[config.mk]
export PLATFORM = sky130hd
export DESIGN_NAME = sync_fifo_ctrl
export DESIGN_NICKNAME = d
export VERILOG_FILES = /design/src/rtl/sync_fifo_ctrl.sv
export SDC_FILE = /design/constraint.sdc
export NUM_CORES = 1
export LEC_CHECK = 0
export BUFFER_PORTS_ARGS = -buffer_cell sky130_fd_sc_hd__buf_4
export CORE_UTILIZATION = 65
export DETAILED_ROUTE_END_ITERATION = 12
export PLACE_DENSITY_LB_ADDON = 0.12
export SLEW_MARGIN = 20
export SYNTH_ARGS = -nofsm -noshare
export SYNTH_HDL_FRONTEND = slang
export SYNTH_SLANG_ARGS = --single-unit
[constraint.sdc]
create_clock -name clk -period 6.26 [get_ports clk]
set_input_delay 0.939 -clock clk [delete_from_list [all_inputs] [get_ports clk]]
set_output_delay 0.939 -clock clk [all_outputs]
set_load 0.02 [all_outputs]
[src/rtl/sync_fifo_ctrl.sv]
// sync_fifo_ctrl
//   Single-clock FIFO controller with fill count, almost-full/almost-empty
//   thresholds and sticky overflow/underflow flags. It uses the same
//   winc/rinc/wfull/rempty handshake as the dual-clock FIFO it replaces.
//   Illegal pushes and pops are rejected and reported through the sticky
//   flags; they never corrupt state.
//
// Optional feature:
//   SYNC_FIFO_FWFT_EN  first-word fall-through. The head entry drives rdata
//                      combinationally while the FIFO is non-empty. When the
//                      macro is undefined, rdata is registered and appears one
//                      cycle after the pop.
//
// Ports:
//   clk            single clock, posedge
//   rst_n          asynchronous active-low reset
//   winc / wdata   push request and data
//   wfull          count == DEPTH
//   walmost_full   count >= AFULL_THRESH
//   rinc / rdata   pop request and read data
//   rempty         count == 0
//   ralmost_empty  count <= AEMPTY_THRESH
//   count          occupancy, 0..DEPTH
//   overflow       sticky: push attempted while full (no simultaneous pop)
//   underflow      sticky: pop attempted while empty
//   clr_err        synchronous clear of both sticky flags

module sync_fifo_ctrl #(
  parameter int DATA_WIDTH    = 8,
  parameter int ADDR_WIDTH    = 4,
  parameter int AFULL_THRESH  = 14,
  parameter int AEMPTY_THRESH = 2
) (
  input  logic                  clk,
  input  logic                  rst_n,
  input  logic                  winc,
  input  logic [DATA_WIDTH-1:0] wdata,
  output logic                  wfull,
  output logic                  walmost_full,
  input  logic                  rinc,
  output logic [DATA_WIDTH-1:0] rdata,
  output logic                  rempty,
  output logic                  ralmost_empty,
  output logic [ADDR_WIDTH:0]   count,
  output logic                  overflow,
  output logic                  underflow,
  input  logic                  clr_err
);

  localparam int DEPTH = 1 << ADDR_WIDTH;

  localparam logic [ADDR_WIDTH:0] CNT_FULL   = {1'b1, {ADDR_WIDTH{1'b0}}};
  localparam logic [ADDR_WIDTH:0] PTR_ONE    = {{ADDR_WIDTH{1'b0}}, 1'b1};
  localparam logic [ADDR_WIDTH:0] AFULL_LVL  = AFULL_THRESH[ADDR_WIDTH:0];
  localparam logic [ADDR_WIDTH:0] AEMPTY_LVL = AEMPTY_THRESH[ADDR_WIDTH:0];

  logic [DATA_WIDTH-1:0] mem_q [DEPTH];

  logic [ADDR_WIDTH:0] wptr_q, wptr_d;
  logic [ADDR_WIDTH:0] rptr_q, rptr_d;
  logic [ADDR_WIDTH:0] count_q, count_d;
  logic                overflow_q, overflow_d;
  logic                underflow_q, underflow_d;

  logic                push_ok;
  logic                pop_ok;
  logic [ADDR_WIDTH-1:0] waddr;
  logic [ADDR_WIDTH-1:0] raddr;

  assign waddr = wptr_q[ADDR_WIDTH-1:0];
  assign raddr = rptr_q[ADDR_WIDTH-1:0];

  // All flags decode registered count only, so no combinational path exists
  // from winc/rinc to any status output.
  assign wfull         = (count_q == CNT_FULL);
  assign rempty        = (count_q == '0);
  assign walmost_full  = (count_q >= AFULL_LVL);
  assign ralmost_empty = (count_q <= AEMPTY_LVL);
  assign count         = count_q;
  assign overflow      = overflow_q;
  assign underflow     = underflow_q;

  // A push while full is still legal when a pop frees the head slot in the
  // same cycle. A pop while empty is always rejected, so a freshly written
  // entry is never read in its write cycle.
  assign push_ok = winc & (~wfull | rinc);
  assign pop_ok  = rinc & ~rempty;

  always_comb begin
    wptr_d      = wptr_q;
    rptr_d      = rptr_q;
    count_d     = count_q;
    overflow_d  = overflow_q;
    underflow_d = underflow_q;

    if (push_ok) wptr_d = wptr_q + PTR_ONE;
    if (pop_ok)  rptr_d = rptr_q + PTR_ONE;

    case ({push_ok, pop_ok})
      2'b10:   count_d = count_q + PTR_ONE;
      2'b01:   count_d = count_q - PTR_ONE;
      default: count_d = count_q;
    endcase

    // Clear first so an error detected in the same cycle wins.
    if (clr_err) begin
      overflow_d  = 1'b0;
      underflow_d = 1'b0;
    end
    if (winc & wfull & ~rinc) overflow_d  = 1'b1;
    if (rinc & rempty)        underflow_d = 1'b1;
  end

  always_ff @(posedge clk or negedge rst_n) begin
    if (!rst_n) begin
      wptr_q      <= '0;
      rptr_q      <= '0;
      count_q     <= '0;
      overflow_q  <= 1'b0;
      underflow_q <= 1'b0;
    end else begin
      wptr_q      <= wptr_d;
      rptr_q      <= rptr_d;
      count_q     <= count_d;
      overflow_q  <= overflow_d;
      underflow_q <= underflow_d;
    end
  end

  // Storage is intentionally not reset.
  always_ff @(posedge clk) begin
    if (push_ok) mem_q[waddr] <= wdata;
  end

`ifdef SYNC_FIFO_FWFT_EN
  // Head entry falls through; the value is meaningless while rempty is set.
  assign rdata = mem_q[raddr];
`else
  logic [DATA_WIDTH-1:0] rdata_q, rdata_d;

  always_comb begin
    rdata_d = rdata_q;
    if (pop_ok) rdata_d = mem_q[raddr];
  end

  always_ff @(posedge clk or negedge rst_n) begin
    if (!rst_n) rdata_q <= '0;
    else        rdata_q <= rdata_d;
  end

  assign rdata = rdata_q;
`endif

endmodule
==> qor.yml <==
outcome:
  status: "complete, no violations"
finish:
  nets: 378
  drive_gt1_frac: 0.320
  final.fill_count: 506
  antenna_cells: 0
  final_instance_area_mm2: 0.00700
  area_growth_syn_to_layout_pct: 14.4
floorplan:
  floorplan.die.height_um: 99.0
  die_w_um: 99.0
  floorplan.initialDensity: 0.665
  ioPinCount: 32
  rows: 35
  fp.dieArea_mm2: 0.00980
  fp.coreArea_mm2: 0.00920
cts:
  cts_made_buffers: 17
  clk-insertion-delay-late_ns: 0.52
  cts_tree: "yes"
  postCtsSetupRepairBufs: 0
  clock-root-buffer: "clkbuf_8"
  cts-root-to-sink-buffers: 2
  path_clk_slew_ns: 0.06
  clock_sink_count: 151
  htree_depth: 4
  post_cts_hold_buffer_count: 0
  post_cts_resized: 0
route:
  postRouteAntennaNets: 0
  tritonroute_pass_1_iters: 4
  route.vias.total: 3126
  viasPerCell: 6.51
  detail_route.wirelength_um: 11700
  post_detailed_route_wirelength_per_cell_um: 24.5
  remaining_drc_errors: 0
  dr.first_iter.drc_count: 284
synthesis:
  synth_nets: 340
  synthArstFlopShare: 0.152
  synth_compound_gate_area_share: 0.0442
  synth_top_family_by_area: "multiplexers"
  most_frequent_cells_after_synthesis: "128 x edfxtp_1, 32 x mux4_2, 23 x dfrtp_1"
  ys_top_cells_by_area: "edfxtp_1 63%, mux4_2 12%, dfrtp_1 9.4%"
  number_of_enable_flip_flop_cells_after_synthesis: 128
  syn-instance-count: 319
  synth_fa_ha_area_frac: 0.0164
  avgSynthCellArea_um2: 19.2
  synth_flop_type: "edfxtp_1"
  yosys-mux-area-fraction: 0.136
  synth.distinct_cells: 38
  synth_simple_gate_area_frac: 0.0335
  post-synth-top-area-fraction: 0.628
  ys.warnings.count: 0
  post_synth_xor_area_fraction: 0.0186
  synth.most_common_cell: "edfxtp_1"
  synth_seq_cells: 151
  seq_area_frac_synth: 0.722
  synth_area_mm2: 0.00612
  post_synth_top_area_cell: "edfxtp_1"
sta:
  number_of_hold_slack_violations_in_the_final_timing_report: 0
  worst-slew-pin-transition_ns: 1.06
  final.setup.tns_ns: 0
  max_freq_mhz: 334
  fin_skew_ns: 0.00725
  report.final.setup_viol: 0
  rsz0062_at_grt: "false"
  fin_crit_sh: 0.478
  fin_crit_ns: 2.99
  report.final.slew_viol_count: 0
  max-slew-margin-rel: 0.294
worst_hold_path:
  type_of_the_worst_min_delay_path: "input port to async pin"
placed_design:
  gp_congestion: 0.836
  hpwlAfterDp_um: 6950
  dpl_cell_area_mm2: 0.00644
  place.port_buffers: 31
setup_path:
  critical-path-slowest-cell: "o31a_1"
  highest_net_fanout_along_the_worst_path: 22
  kind_of_cell_with_the_highest_combined_delay_on_the_critical_path: "compound AO/OA/AOI/OAI gates"
  cp_slowest_stage_delay_ns: 0.54
  critical_path.startpoint_type: "register"
  reg2reg_setup_slack_ns: 3.27
  worstPathCellList: "or3_1 -> o31a_1 -> ha_1 -> xor2_1 -> ha_1 -> and3b_1 -> o21ai_0 -> a21oi_1 -> xor2_1"
  crit_arrival_ns: 3.39
  critical_path_buf_inv_count: 0
  end_kind: "register"
  cp.required_ns: 6.66
  worst_r2r_startpoint: "count[0]"
  timing_worst_setup_path_type: "register to register"
  timing.reg2reg.worst_path_depth: 9
  regToRegEndpoint: "count[4]"
global_routing:
  pin_count_of_the_biggest_net_entering_global_routing: 35
  gr-usage-met2: 0.399
  grt_busiest_layer: "met2"
  met3_resource_use_gr: 0.0716
  grt_first_pass_wirelength_um: 18100
  met1_usage: 0.371
  grt_overflow: 0
  grt_antenna_before_repair: 0
  first_global_vias: 3159
  grt_usage: 0.268
power_and_ir_drop:
  p_per_area_mw_per_mm2: 471
  worst_ir_drop_vdd_mv: 0.331
  power.total_mw: 3.29
  cellLeakagePower_nw: 2.39
run:
  cap_viol_max_count: 0
## state kept, by name (all words and copies together), names as in the netlist
| signal | count |
|---|---|
| mem_q | 128 |
| rdata | 8 |
| count | 5 |
| rptr_q | 4 |
| wptr_q | 4 |
| overflow | 1 |
| underflow | 1 |
## worst reg2reg max path, cell delays in order, from the launching register on
cell and delay [ns]:
dfrtp_1 0.46, or3_1 0.51, o31a_1 0.54, ha_1 0.41
xor2_1 0.18, ha_1 0.23, and3b_1 0.16, o21ai_0 0.14
a21oi_1 0.10, xor2_1 0.14
## worst max path at each step
stage | cells past startpoint | slack (ns) | startpoint | to
after floorplan | 13 | 3.40 | count[2] | count[4]
after global placement | 9 | 3.17 | rinc | count[4]
after detailed placement | 9 | 3.10 | rinc | count[4]
after CTS | 9 | 3.27 | count[0] | count[4]
after global routing | 9 | 3.04 | count[2] | count[4]
final | 9 | 3.27 | count[0] | count[4]
## layout by cell type (no fill, tap or decap), types with 2 or more instances in the layout
| cell type | count |
|---|---|
| nand2b_1 | 2 |
| edfxtp_1 | 128 |
| nor2_1 | 6 |
| dfrtp_1 | 22 |
| mux2_2 | 10 |
| o22ai_1 | 16 |
| and3b_1 | 2 |
| nand2_1 | 4 |
| nand4_1 | 2 |
| xor2_1 | 7 |
| mux4_2 | 32 |
| clkinv_4 | 5 |
| nor4_2 | 3 |
| a21oi_1 | 12 |
| inv_1 | 8 |
| clkbuf_16 | 16 |
| buf_4 | 39 |
| xnor2_1 | 6 |
| bufinv_16 | 2 |
| clkinv_1 | 3 |
| o31a_1 | 2 |
| ha_1 | 8 |
| and2_1 | 4 |
| nor3_1 | 6 |
| a22o_1 | 2 |
| clkinvlp_4 | 3 |
| o21ai_0 | 3 |
## layer usage
metal | routed length [um] | up-vias
met5 | 0 | -
met4 | 363 | 0
met3 | 752 | 29
met2 | 5770 | 138
met1 | 4860 | 1597
li1 | - | 1362
## where the power goes
part | switching (mW) | internal (mW) | total, mW
Sequential | 0.148 | 1.25 | 1.40
Clock | 0.387 | 0.561 | 0.949
Combinational | 0.498 | 0.452 | 0.950
Total | 1.03 | 2.26 | 3.29
## metrics by stage
| step | utilization | hold WS (ns) | worst slack (ns) | std cells |
|---|---|---|---|---|
| after detailed placement | 0.700 | 0.514 | 3.10 | 449 |
| after CTS | 0.760 | 0.301 | 3.27 | 480 |
| after global routing | 0.761 | 0.314 | 3.04 | 480 |
| after floorplan | - | 0.555 | 3.40 | 319 |
| after global placement | 0.700 | 0.495 | 3.17 | 449 |
| final | 0.761 | 0.310 | 3.27 | 480 |
## cell type report
cell class / instances / area, um^2 / area share
flip-flops and latches: 151 / 4420 / 0.632
repair buffers: 39 / 293 / 0.0418
inverters: 9 / 38.8 / 0.00554
multi-input cells: 139 / 1560 / 0.222
well taps: 111 / 139 / 0.0198
clock inverters: 13 / 134 / 0.0191
clock buffers: 18 / 418 / 0.0597
## cells by family (layout without fill, tap and decap cells)
group,count (synthesis),in the layout
compound gates,40,40
fa+ha+maj,8,8
xor+xnor,13,13
mux,42,42
flops,151,151
simple gates,36,36
buf+inv,29,79
Power figures use the tool's default switching activity.
